--- config.mk ---
export PLATFORM = sky130hd
export DESIGN_NAME = video_sync_norm
export DESIGN_NICKNAME = d
export VERILOG_FILES = /design/src/rtl/video_sync_norm.sv
export SDC_FILE = /design/constraint.sdc
export NUM_CORES = 1
export LEC_CHECK = 0
export CAP_MARGIN = 20
export CORE_MARGIN = 10
export CORE_UTILIZATION = 32
export DETAILED_ROUTE_END_ITERATION = 10
export RECOVER_POWER = 25
export SYNTH_ARGS = -nofsm -noshare
export SYNTH_HDL_FRONTEND = slang
export SYNTH_SLANG_ARGS = --single-unit
--- constraint.sdc ---
create_clock -name clk_sys -period 9.3 [get_ports clk_sys]
set_input_delay 1.86 -clock clk_sys [delete_from_list [all_inputs] [get_ports clk_sys]]
set_output_delay 1.86 -clock clk_sys [all_outputs]
set_load 0.05 [all_outputs]
--- src/rtl/video_sync_norm.sv ---
// Sync normaliser: registers blanked colour, measures H/V sync polarity from the
// high/low split of each period, emits active-low syncs and a timing-lock flag.
module video_sync_norm #(
  parameter int COLOR_DEPTH = 6,
  parameter int CNT_WIDTH   = 12
) (
  input  logic                   clk_sys,
  input  logic                   rst_n,
  input  logic                   ce_pix,
  input  logic [COLOR_DEPTH-1:0] R_in,
  input  logic [COLOR_DEPTH-1:0] G_in,
  input  logic [COLOR_DEPTH-1:0] B_in,
  input  logic                   HSync_in,
  input  logic                   VSync_in,
  input  logic                   HBlank,
  input  logic                   VBlank,
  output logic [COLOR_DEPTH-1:0] R,
  output logic [COLOR_DEPTH-1:0] G,
  output logic [COLOR_DEPTH-1:0] B,
  output logic                   HSync,
  output logic                   VSync,
  output logic                   pol_h,
  output logic                   pol_v,
  output logic                   locked
);

  localparam logic [CNT_WIDTH-1:0] CNT_MAX = '1;
  localparam logic [CNT_WIDTH-1:0] CNT_ONE = CNT_WIDTH'(1);

  typedef enum logic [1:0] {UNLOCKED, CHECK, LOCKED} lock_state_t;

  lock_state_t          state, state_next;
  logic [1:0]           match_cnt, match_next;

  logic                 sync_seen, hs_prev, vs_prev;
  logic                 h_started, v_started;
  logic [CNT_WIDTH-1:0] h_hi, h_lo, h_len;
  logic [CNT_WIDTH-1:0] v_hi, v_lo;
  logic                 h_cand, v_cand;
  logic                 h_conf, v_conf;

  logic                 h_rise, v_rise, h_end, v_end, h_sat;
  logic [CNT_WIDTH:0]   h_sum;
  logic [CNT_WIDTH-1:0] h_len_new, v_hi_tot, v_lo_tot;
  logic                 h_cand_new, v_cand_new, h_agree, v_agree;
  logic                 pol_h_next, pol_v_next, h_mismatch, disrupt;

  function automatic logic [CNT_WIDTH-1:0] sat_inc(input logic [CNT_WIDTH-1:0] val,
                                                   input logic en);
    if (en && (val != CNT_MAX)) return val + CNT_ONE;
    return val;
  endfunction

  // Period bookkeeping; the first edge after reset only opens measurement.
  always_comb begin
    h_rise     = sync_seen & HSync_in & ~hs_prev;
    v_rise     = sync_seen & VSync_in & ~vs_prev;
    h_end      = h_rise & h_started;
    v_end      = v_rise & v_started;
    h_sat      = (h_hi == CNT_MAX) | (h_lo == CNT_MAX);
    h_sum      = {1'b0, h_hi} + {1'b0, h_lo};
    h_len_new  = h_sum[CNT_WIDTH] ? CNT_MAX : h_sum[CNT_WIDTH-1:0];
    h_cand_new = (h_hi < h_lo);
    h_agree    = h_end & ~h_sat & (h_cand_new == h_cand);
    pol_h_next = h_agree ? h_cand_new : pol_h;
    h_mismatch = h_end & (h_sat | (h_len_new != h_len));
    // A line ending on the same sample as a V edge still belongs to the closing frame.
    v_hi_tot   = sat_inc(v_hi, h_end & vs_prev);
    v_lo_tot   = sat_inc(v_lo, h_end & ~vs_prev);
    v_cand_new = (v_hi_tot < v_lo_tot);
    v_agree    = v_end & (v_cand_new == v_cand);
    pol_v_next = v_agree ? v_cand_new : pol_v;
    disrupt    = h_sat | h_mismatch | (pol_h_next != pol_h) | (pol_v_next != pol_v);
  end

  always_comb begin
    state_next = state;
    match_next = match_cnt;
    if (ce_pix) begin
      case (state)
        UNLOCKED: begin
          match_next = 2'd0;
          if (!disrupt && h_conf && v_conf) state_next = CHECK;
        end
        CHECK: begin
          if (disrupt) begin
            state_next = UNLOCKED;
            match_next = 2'd0;
          end else if (h_end) begin
            if (match_cnt == 2'd3) begin
              state_next = LOCKED;
              match_next = 2'd0;
            end else begin
              match_next = match_cnt + 2'd1;
            end
          end
        end
        LOCKED: begin
          if (disrupt) state_next = UNLOCKED;
        end
        default: begin
          state_next = UNLOCKED;
          match_next = 2'd0;
        end
      endcase
    end
  end

  always_ff @(posedge clk_sys or negedge rst_n) begin
    if (!rst_n) begin
      state     <= UNLOCKED;
      match_cnt <= 2'd0;
    end else begin
      state     <= state_next;
      match_cnt <= match_next;
    end
  end

  always_ff @(posedge clk_sys or negedge rst_n) begin
    if (!rst_n) begin
      R         <= '0;
      G         <= '0;
      B         <= '0;
      HSync     <= 1'b1;
      VSync     <= 1'b1;
      pol_h     <= 1'b0;
      pol_v     <= 1'b0;
      locked    <= 1'b0;
      sync_seen <= 1'b0;
      hs_prev   <= 1'b0;
      vs_prev   <= 1'b0;
      h_started <= 1'b0;
      v_started <= 1'b0;
      h_hi      <= '0;
      h_lo      <= '0;
      h_len     <= '0;
      v_hi      <= '0;
      v_lo      <= '0;
      h_cand    <= 1'b0;
      v_cand    <= 1'b0;
      h_conf    <= 1'b0;
      v_conf    <= 1'b0;
    end else if (ce_pix) begin
      R         <= (HBlank | VBlank) ? '0 : R_in;
      G         <= (HBlank | VBlank) ? '0 : G_in;
      B         <= (HBlank | VBlank) ? '0 : B_in;
      HSync     <= HSync_in ^ pol_h;
      VSync     <= VSync_in ^ pol_v;
      pol_h     <= pol_h_next;
      pol_v     <= pol_v_next;
      locked    <= (state_next == LOCKED);
      sync_seen <= 1'b1;
      hs_prev   <= HSync_in;
      vs_prev   <= VSync_in;

      if (h_rise) begin
        h_started <= 1'b1;
        h_hi      <= CNT_ONE;
        h_lo      <= '0;
      end else begin
        h_hi <= sat_inc(h_hi, HSync_in);
        h_lo <= sat_inc(h_lo, ~HSync_in);
      end
      if (h_end) begin
        h_len <= h_len_new;
        if (!h_sat) h_cand <= h_cand_new;
      end
      if (h_agree) h_conf <= 1'b1;

      if (v_rise) begin
        v_started <= 1'b1;
        v_hi      <= '0;
        v_lo      <= '0;
      end else begin
        v_hi <= v_hi_tot;
        v_lo <= v_lo_tot;
      end
      if (v_end) v_cand <= v_cand_new;
      if (v_agree) v_conf <= 1'b1;
    end
  end

endmodule
## After elaboration in Yosys (flattened, before gate mapping)

Cells that the tools add are included.

- Add/sub/neg operators: 6
- Magnitude comparators: 2
- Eq/ne operators: 16
- Muxes and demuxes: 37
- Bitwise operators: 25
- Reduce and logical (&&, ||, !) cells: 20

Operators by type and width:

| kind | count |
|---|---|
| 2-to-1 mux 12 bit | 13 |
| adder 12 x 1 -> 12 bit (second input constant) | 4 |
| != test 12 bit (second input constant) | 4 |
| equality test 12 bit (second input constant) | 2 |
| < comparator 12 bit | 2 |
| 2-to-1 mux 2 bit | 9 |
| 2-to-1 mux 6 bit | 3 |
| AND reduction 2 bit | 8 |
| adder 12 x 12 -> 13 bit | 1 |
| AND 1 bit | 12 |
| != test 12 bit | 1 |
| 2-to-1 mux 1 bit | 10 |
| equality test 2 bit (second input constant) | 3 |
| logical AND 1 bit | 6 |
| OR 1 bit | 6 |
| one-hot mux 2 bit (3 select lines) | 1 |
| AND reduction 3 bit | 2 |
| NOT 1 bit | 5 |
| one-hot mux 2 bit (2 select lines) | 1 |
| nonzero test 2 bit | 2 |
| != test 3 bit (second input constant) | 1 |
| adder 2 x 1 -> 2 bit (second input constant) | 1 |
| equality test 1 bit | 2 |
| equality test 2 x 1 -> 1 bit (second input constant) | 1 |
| other kinds (4) | 6 |

- Register bits: 96

## Logic depth before layout (Yosys ltp)

- Depth in word-level cells: 20
- Gate-level depth with buffers: 20

## Worst setup path after synthesis

No wires, ideal clock.

- Kind: input to register
- From: input port HSync_in
- To: register match_cnt[0]
- Setup time: 0.120 ns
- Data arrival time: 5.001 ns
- Data required time: 9.180 ns
- Setup slack: 4.179 ns
- Cell stages on the path: 18
- Path buffers: 3
- Cell sequence: buf_6 -> and4b_1 -> buf_6 -> nand2_1 -> nor2_1 -> and4_1 -> clkbuf_1 -> nand2_1 -> or3_1 -> xnor2_1 -> ha_1 -> nand4_1 -> a211oi_1 -> a211o_1 -> mux2i_2 -> nor2_1 -> and3_1 -> a31o_1

- Cells in the longest elaborated chain, start to end: 15
- Elaborated cells between the ends (all ways): 28
- Those cells by class: order compare: 1; eq/ne: 4; mux: 8; bitwise: 12; reduce/logical: 3

RTL lines:

| element | line | source |
|---|---|---|
| from (decl) | 13 | `input logic HSync_in,` |
| AND 1 bit * (2 in series) | 56 | `h_rise = sync_seen & HSync_in & ~hs_prev;` |
| AND 1 bit * | 58 | `h_end = h_rise & h_started;` |
| AND 1 bit (on tied branches) | 68, 69 |  |
| logical AND 1 bit | 50 | `if (en && (val != CNT_MAX)) return val + CNT_ONE;` |
| 2-to-1 mux 1 bit | 50 |  |
| 2-to-1 mux 12 bit | 51 | `return val;` |
| < comparator 12 bit | 70 | `v_cand_new = (v_hi_tot < v_lo_tot);` |
| equality test 1 bit | 71 | `v_agree = v_end & (v_cand_new == v_cand);` |
| AND 1 bit | 71 |  |
| 2-to-1 mux 1 bit | 72 | `pol_v_next = v_agree ? v_cand_new : pol_v;` |
| != test 1 bit | 73 | `disrupt = h_sat \| h_mismatch \| (pol_h_next != pol_h) \| (pol_v_next != pol_v);` |
| OR 1 bit | 73 |  |
| != test 3 bit (no line) or 2-to-1 mux 2 bit (tied branches) | -- |  |
| AND reduction 3 bit (no line) or one-hot mux 2 bit (2 select lines) (tied branches) | -- |  |
| to (signal assigned) | 115 | `match_cnt <= match_next;` |
| to (decl) | 33 | `logic [1:0] match_cnt, match_next;` |

Every way passes the cells marked *; elsewhere a longest branch is shown, timed or not.
A chain may end at the register's enable or synchronous reset.

==> impl_metrics.prom <==
# TYPE chip_impl_metric gauge
chip_impl_info{name="end_kind",value="async pin"} 1
chip_impl_metric{name="crit_path_max_fanout",unit=""} 66
chip_impl_metric{name="timing.final.hold_violations",unit=""} 0
chip_impl_info{name="synth_flop_cell",value="sky130_fd_sc_hd__dfrtp_1"} 1
chip_impl_metric{name="final_max_slew_violation_count",unit=""} 99
chip_impl_metric{name="worst_ir_drop_vdd",unit="uV"} 87.4
chip_impl_metric{name="netlist_area",unit="um2"} 6290
chip_impl_metric{name="clock-sinks",unit=""} 96
chip_impl_metric{name="number_of_synthesized_flops_with_an_enable_pin",unit=""} 0
chip_impl_metric{name="start_util",unit="%"} 32.4
chip_impl_metric{name="grt_pass1_wl",unit="um"} 25500
chip_impl_metric{name="design.die.area",unit="um2"} 25700
chip_impl_metric{name="postCtsHoldBufs",unit=""} 0
chip_impl_metric{name="synth-seq-area-share",unit="%"} 38.2
chip_impl_metric{name="antenna_cells_inserted",unit=""} 0
chip_impl_metric{name="antenna_found_initial",unit=""} 0
chip_impl_metric{name="p_seq_share",unit="%"} 41.8
chip_impl_metric{name="post_cts.resized_instances",unit=""} 0
chip_impl_metric{name="power_frac_comb",unit="%"} 28.5
chip_impl_metric{name="avgRoutedWirePerCell",unit="um"} 15.4
chip_impl_metric{name="detail_route.vias_per_cell",unit=""} 5.12
chip_impl_metric{name="skew",unit="ns"} 0.0133
chip_impl_info{name="criticalPathCategory",value="in -> async"} 1
chip_impl_metric{name="placementRows",unit=""} 51
chip_impl_metric{name="power.switching",unit="uW"} 440
chip_impl_info{name="critical_path.most_common_cell",value="sky130_fd_sc_hd__clkbuf_1"} 1
chip_impl_info{name="unrepaired_setup_endpoints_after_global_routing",value="false"} 1
chip_impl_info{name="clock-root-buffer",value="sky130_fd_sc_hd__clkbuf_16"} 1
chip_impl_info{name="path_delay_family",value="buffers and inverters"} 1
chip_impl_metric{name="post-dp-hpwl",unit="um"} 10900
chip_impl_metric{name="clock_power_share",unit="%"} 29.8
chip_impl_metric{name="areaGrowthSynthToFinish",unit="%"} 16.0
chip_impl_metric{name="cts_setup_buffers",unit=""} 0
chip_impl_metric{name="cp_data_arrival_time",unit="ns"} 5.70
chip_impl_metric{name="tritonroute_pass_1_iters",unit=""} 4
chip_impl_info{name="synth.cells.most_frequent",value="sky130_fd_sc_hd__dfrtp_1 (94), sky130_fd_sc_hd__nor2_1 (73), sky130_fd_sc_hd__ha_1 (40), sky130_fd_sc_hd__nand2_1 (40), sky130_fd_sc_hd__xnor2_1 (33)"} 1
chip_impl_metric{name="fp.dieH",unit="um"} 160
chip_impl_metric{name="crit_buf_inv",unit=""} 2
chip_impl_metric{name="grtUsageTotal",unit="%"} 11.9
chip_impl_metric{name="max_slew_margin",unit="%"} -135
chip_impl_metric{name="synth.lib_cells_used.distinct",unit=""} 78
chip_impl_metric{name="design.core.area",unit="um2"} 19400
chip_impl_metric{name="grt_start_max_net_pins",unit=""} 67
chip_impl_metric{name="synth.ff_latch_count",unit=""} 96
chip_impl_metric{name="p_sw_share",unit="%"} 35.1
chip_impl_metric{name="via_count",unit=""} 5020
chip_impl_metric{name="drt-total-wl",unit="um"} 15100
chip_impl_metric{name="first_global_vias",unit=""} 5089
chip_impl_info{name="start_kind",value="input port"} 1
chip_impl_metric{name="design.portCount",unit=""} 48
chip_impl_metric{name="postLayoutCoreUtil",unit="%"} 37.6
chip_impl_metric{name="timing.final.setup_violations",unit=""} 0
chip_impl_metric{name="syn-num-nets",unit=""} 740
chip_impl_info{name="synth_most_common_cell",value="sky130_fd_sc_hd__dfrtp_1"} 1
chip_impl_metric{name="clk-insertion-delay-late",unit="ns"} 0.36
chip_impl_metric{name="setup_slack",unit="ns"} 3.27
chip_impl_info{name="tritoncts_clock_tree",value="yes"} 1
chip_impl_info{name="worstPathCellList",value="clkbuf_1 -> clkbuf_1"} 1
chip_impl_metric{name="drt-initial-drc-count",unit=""} 260
chip_impl_metric{name="die_span_in_x",unit="um"} 160
chip_impl_metric{name="postSynthCellCount",unit=""} 674
chip_impl_metric{name="critPathMaxStageDelay",unit="ns"} 2.55
chip_impl_metric{name="synth_warnings",unit=""} 0
chip_impl_metric{name="cts_made_buffers",unit=""} 9
chip_impl_metric{name="cts.clk_slew.worst_paths",unit="ns"} 0.08
chip_impl_metric{name="drv_cap",unit=""} 2
chip_impl_info{name="hold_crit_path_type",value="reg -> reg"} 1
chip_impl_info{name="synth_area_leader_cell",value="sky130_fd_sc_hd__dfrtp_1"} 1
chip_impl_metric{name="detail-route-antenna-nets",unit=""} 0
chip_impl_info{name="synth_top_cells_by_area",value="sky130_fd_sc_hd__dfrtp_1 (37%), sky130_fd_sc_hd__ha_1 (8.0%), sky130_fd_sc_hd__xnor2_1 (4.6%)"} 1
chip_impl_metric{name="placement.setup.worst_slack",unit="ns"} 3.25
chip_impl_metric{name="power.internal",unit="uW"} 812
chip_impl_metric{name="synth_area_per_cell",unit="um2"} 9.33
chip_impl_metric{name="top_achievable_clock_speed",unit="MHz"} 166
chip_impl_info{name="violations_in_the_final_reports",value="capacitance limit, slew limit"} 1
chip_impl_metric{name="grt-ovfl-total",unit=""} 0
chip_impl_info{name="outcome",value="finished, violations left"} 1
chip_impl_metric{name="drive_gt1_share",unit="%"} 6.71
chip_impl_metric{name="gp_weighted_congestion",unit=""} 0.835
chip_impl_metric{name="synth_async_reset_ratio",unit="%"} 100
chip_impl_info{name="slowest_stage",value="sky130_fd_sc_hd__clkbuf_1"} 1
chip_impl_metric{name="final_net_count",unit=""} 776
chip_impl_metric{name="timing.final.crit_share",unit="%"} 64.9
chip_impl_metric{name="port-buffer-count",unit=""} 47
chip_impl_metric{name="htree_num_levels",unit=""} 3
chip_impl_metric{name="p_leak",unit="uW"} 0.00309
chip_impl_metric{name="tightest_slew",unit="ns"} 3.52
chip_impl_metric{name="synthDominantCellAreaShare",unit="%"} 37.4
chip_impl_metric{name="final_period_minus_worst_setup_slack",unit="ns"} 6.03
chip_impl_metric{name="drc_violation_count_after_routing",unit=""} 0
chip_impl_metric{name="finalSetupTns",unit="ns"} 0
chip_impl_metric{name="power_per_cell_area",unit="nW/um2"} 172
chip_impl_metric{name="cp.required",unit="ns"} 8.96
chip_impl_metric{name="ctsLongestPathBuffers",unit=""} 2
final cells by class:
type / count / area [um2]
fill: 2002 / 12100
multi-input combinational: 522 / 3650
sequential: 96 / 2400
timing repair buffer: 53 / 509
tap: 265 / 332
clock buffer: 9 / 225
inverter: 28 / 105
clock inverter: 7 / 70.1
worst paths after layout:
| kind | from | end | slack [ns] | depth (start not counted) |
|---|---|---|---|---|
| worst min register to register | h_conf | h_conf | 0.47 | 1 |
| worst max-delay path | rst_n | v_hi[10] | 3.27 | 2 |
| min in group asynchronous | rst_n | h_lo[7] | 1.94 | 1 |
| max in group clk_sys | HSync_in | match_cnt[1] | 3.60 | 16 |
| worst max register to register | v_lo[0] | match_cnt[1] | 5.23 | 17 |
| worst min-delay path | h_conf | h_conf | 0.47 | 1 |
registers in the layout, summed over array words and instances (netlist names), 2 cells and up:
| register | count |
|---|---|
| h_lo | 12 |
| v_lo | 12 |
| B | 6 |
| match_cnt | 2 |
| h_hi | 12 |
| v_hi | 12 |
| state | 2 |
| R | 6 |
| h_len | 12 |
| G | 6 |
logic make-up (layout without fill, tap and decap cells):
| kind of cell | count (synthesis) | in the layout | share of synthesized area [%] |
|---|---|---|---|
| flops | 96 | 96 | 38.2 |
| mux | 8 | 8 | 1.39 |
| xor+xnor | 53 | 53 | 7.60 |
| compound gates | 166 | 166 | 19.3 |
| fa+ha+maj | 41 | 41 | 8.28 |
| buf+inv | 56 | 97 | 3.90 |
| simple gates | 254 | 254 | 21.3 |
power groups by stage:
stage               logic [uW]  clock network [uW]  registers, uW
finish                     356                 373            523
CTS                        358                 390            522
detailed placement         356                   0            529
global placement           352                   0            529
floorplan                  243                   0            542
global route               396                 408            532
stage by stage:
step | power [uW] | instance area, um2 | cells | hold slack [ns]
after floorplan | 786 | 6290 | 674 | 0.420
after global placement | 882 | 6990 | 962 | 0.455
after detailed placement | 885 | 7000 | 963 | 0.448
after CTS | 1270 | 7290 | 979 | 0.475
after global routing | 1340 | 7290 | 980 | 0.499
final | 1250 | 7290 | 980 | 0.473
cell usage in the layout, fill, tap and decap left out, types with 5 or more instances in the layout:
cell type	count
sky130_fd_sc_hd__dfrtp_1	94
sky130_fd_sc_hd__nor2_1	73
sky130_fd_sc_hd__clkdlybuf4s50_1	45
sky130_fd_sc_hd__nand2_1	40
sky130_fd_sc_hd__ha_1	40
sky130_fd_sc_hd__xnor2_1	33
sky130_fd_sc_hd__o21ai_0	32
sky130_fd_sc_hd__a21oi_1	31
sky130_fd_sc_hd__a22o_1	28
sky130_fd_sc_hd__inv_1	27
sky130_fd_sc_hd__nand3_1	21
sky130_fd_sc_hd__xor2_1	19
sky130_fd_sc_hd__nand4_1	19
sky130_fd_sc_hd__nor2b_1	17
sky130_fd_sc_hd__nor3_1	12
sky130_fd_sc_hd__and3_1	10
sky130_fd_sc_hd__clkbuf_16	9
sky130_fd_sc_hd__a31oi_1	8
sky130_fd_sc_hd__nand2b_1	8
sky130_fd_sc_hd__o2bb2ai_1	7
sky130_fd_sc_hd__and2_1	7
sky130_fd_sc_hd__a21o_1	6
sky130_fd_sc_hd__o31ai_1	6
sky130_fd_sc_hd__o211ai_1	6
sky130_fd_sc_hd__or3_1	5
sky130_fd_sc_hd__or2_2	5
routing by layer:
metal,part of all wire (%),global-route usage [%]
met1,48,15.0
met3,5.3,4.09
met2,46,19.4
met5,0,0
met4,0.85,2.30
Power figures use the tool's default switching activity.
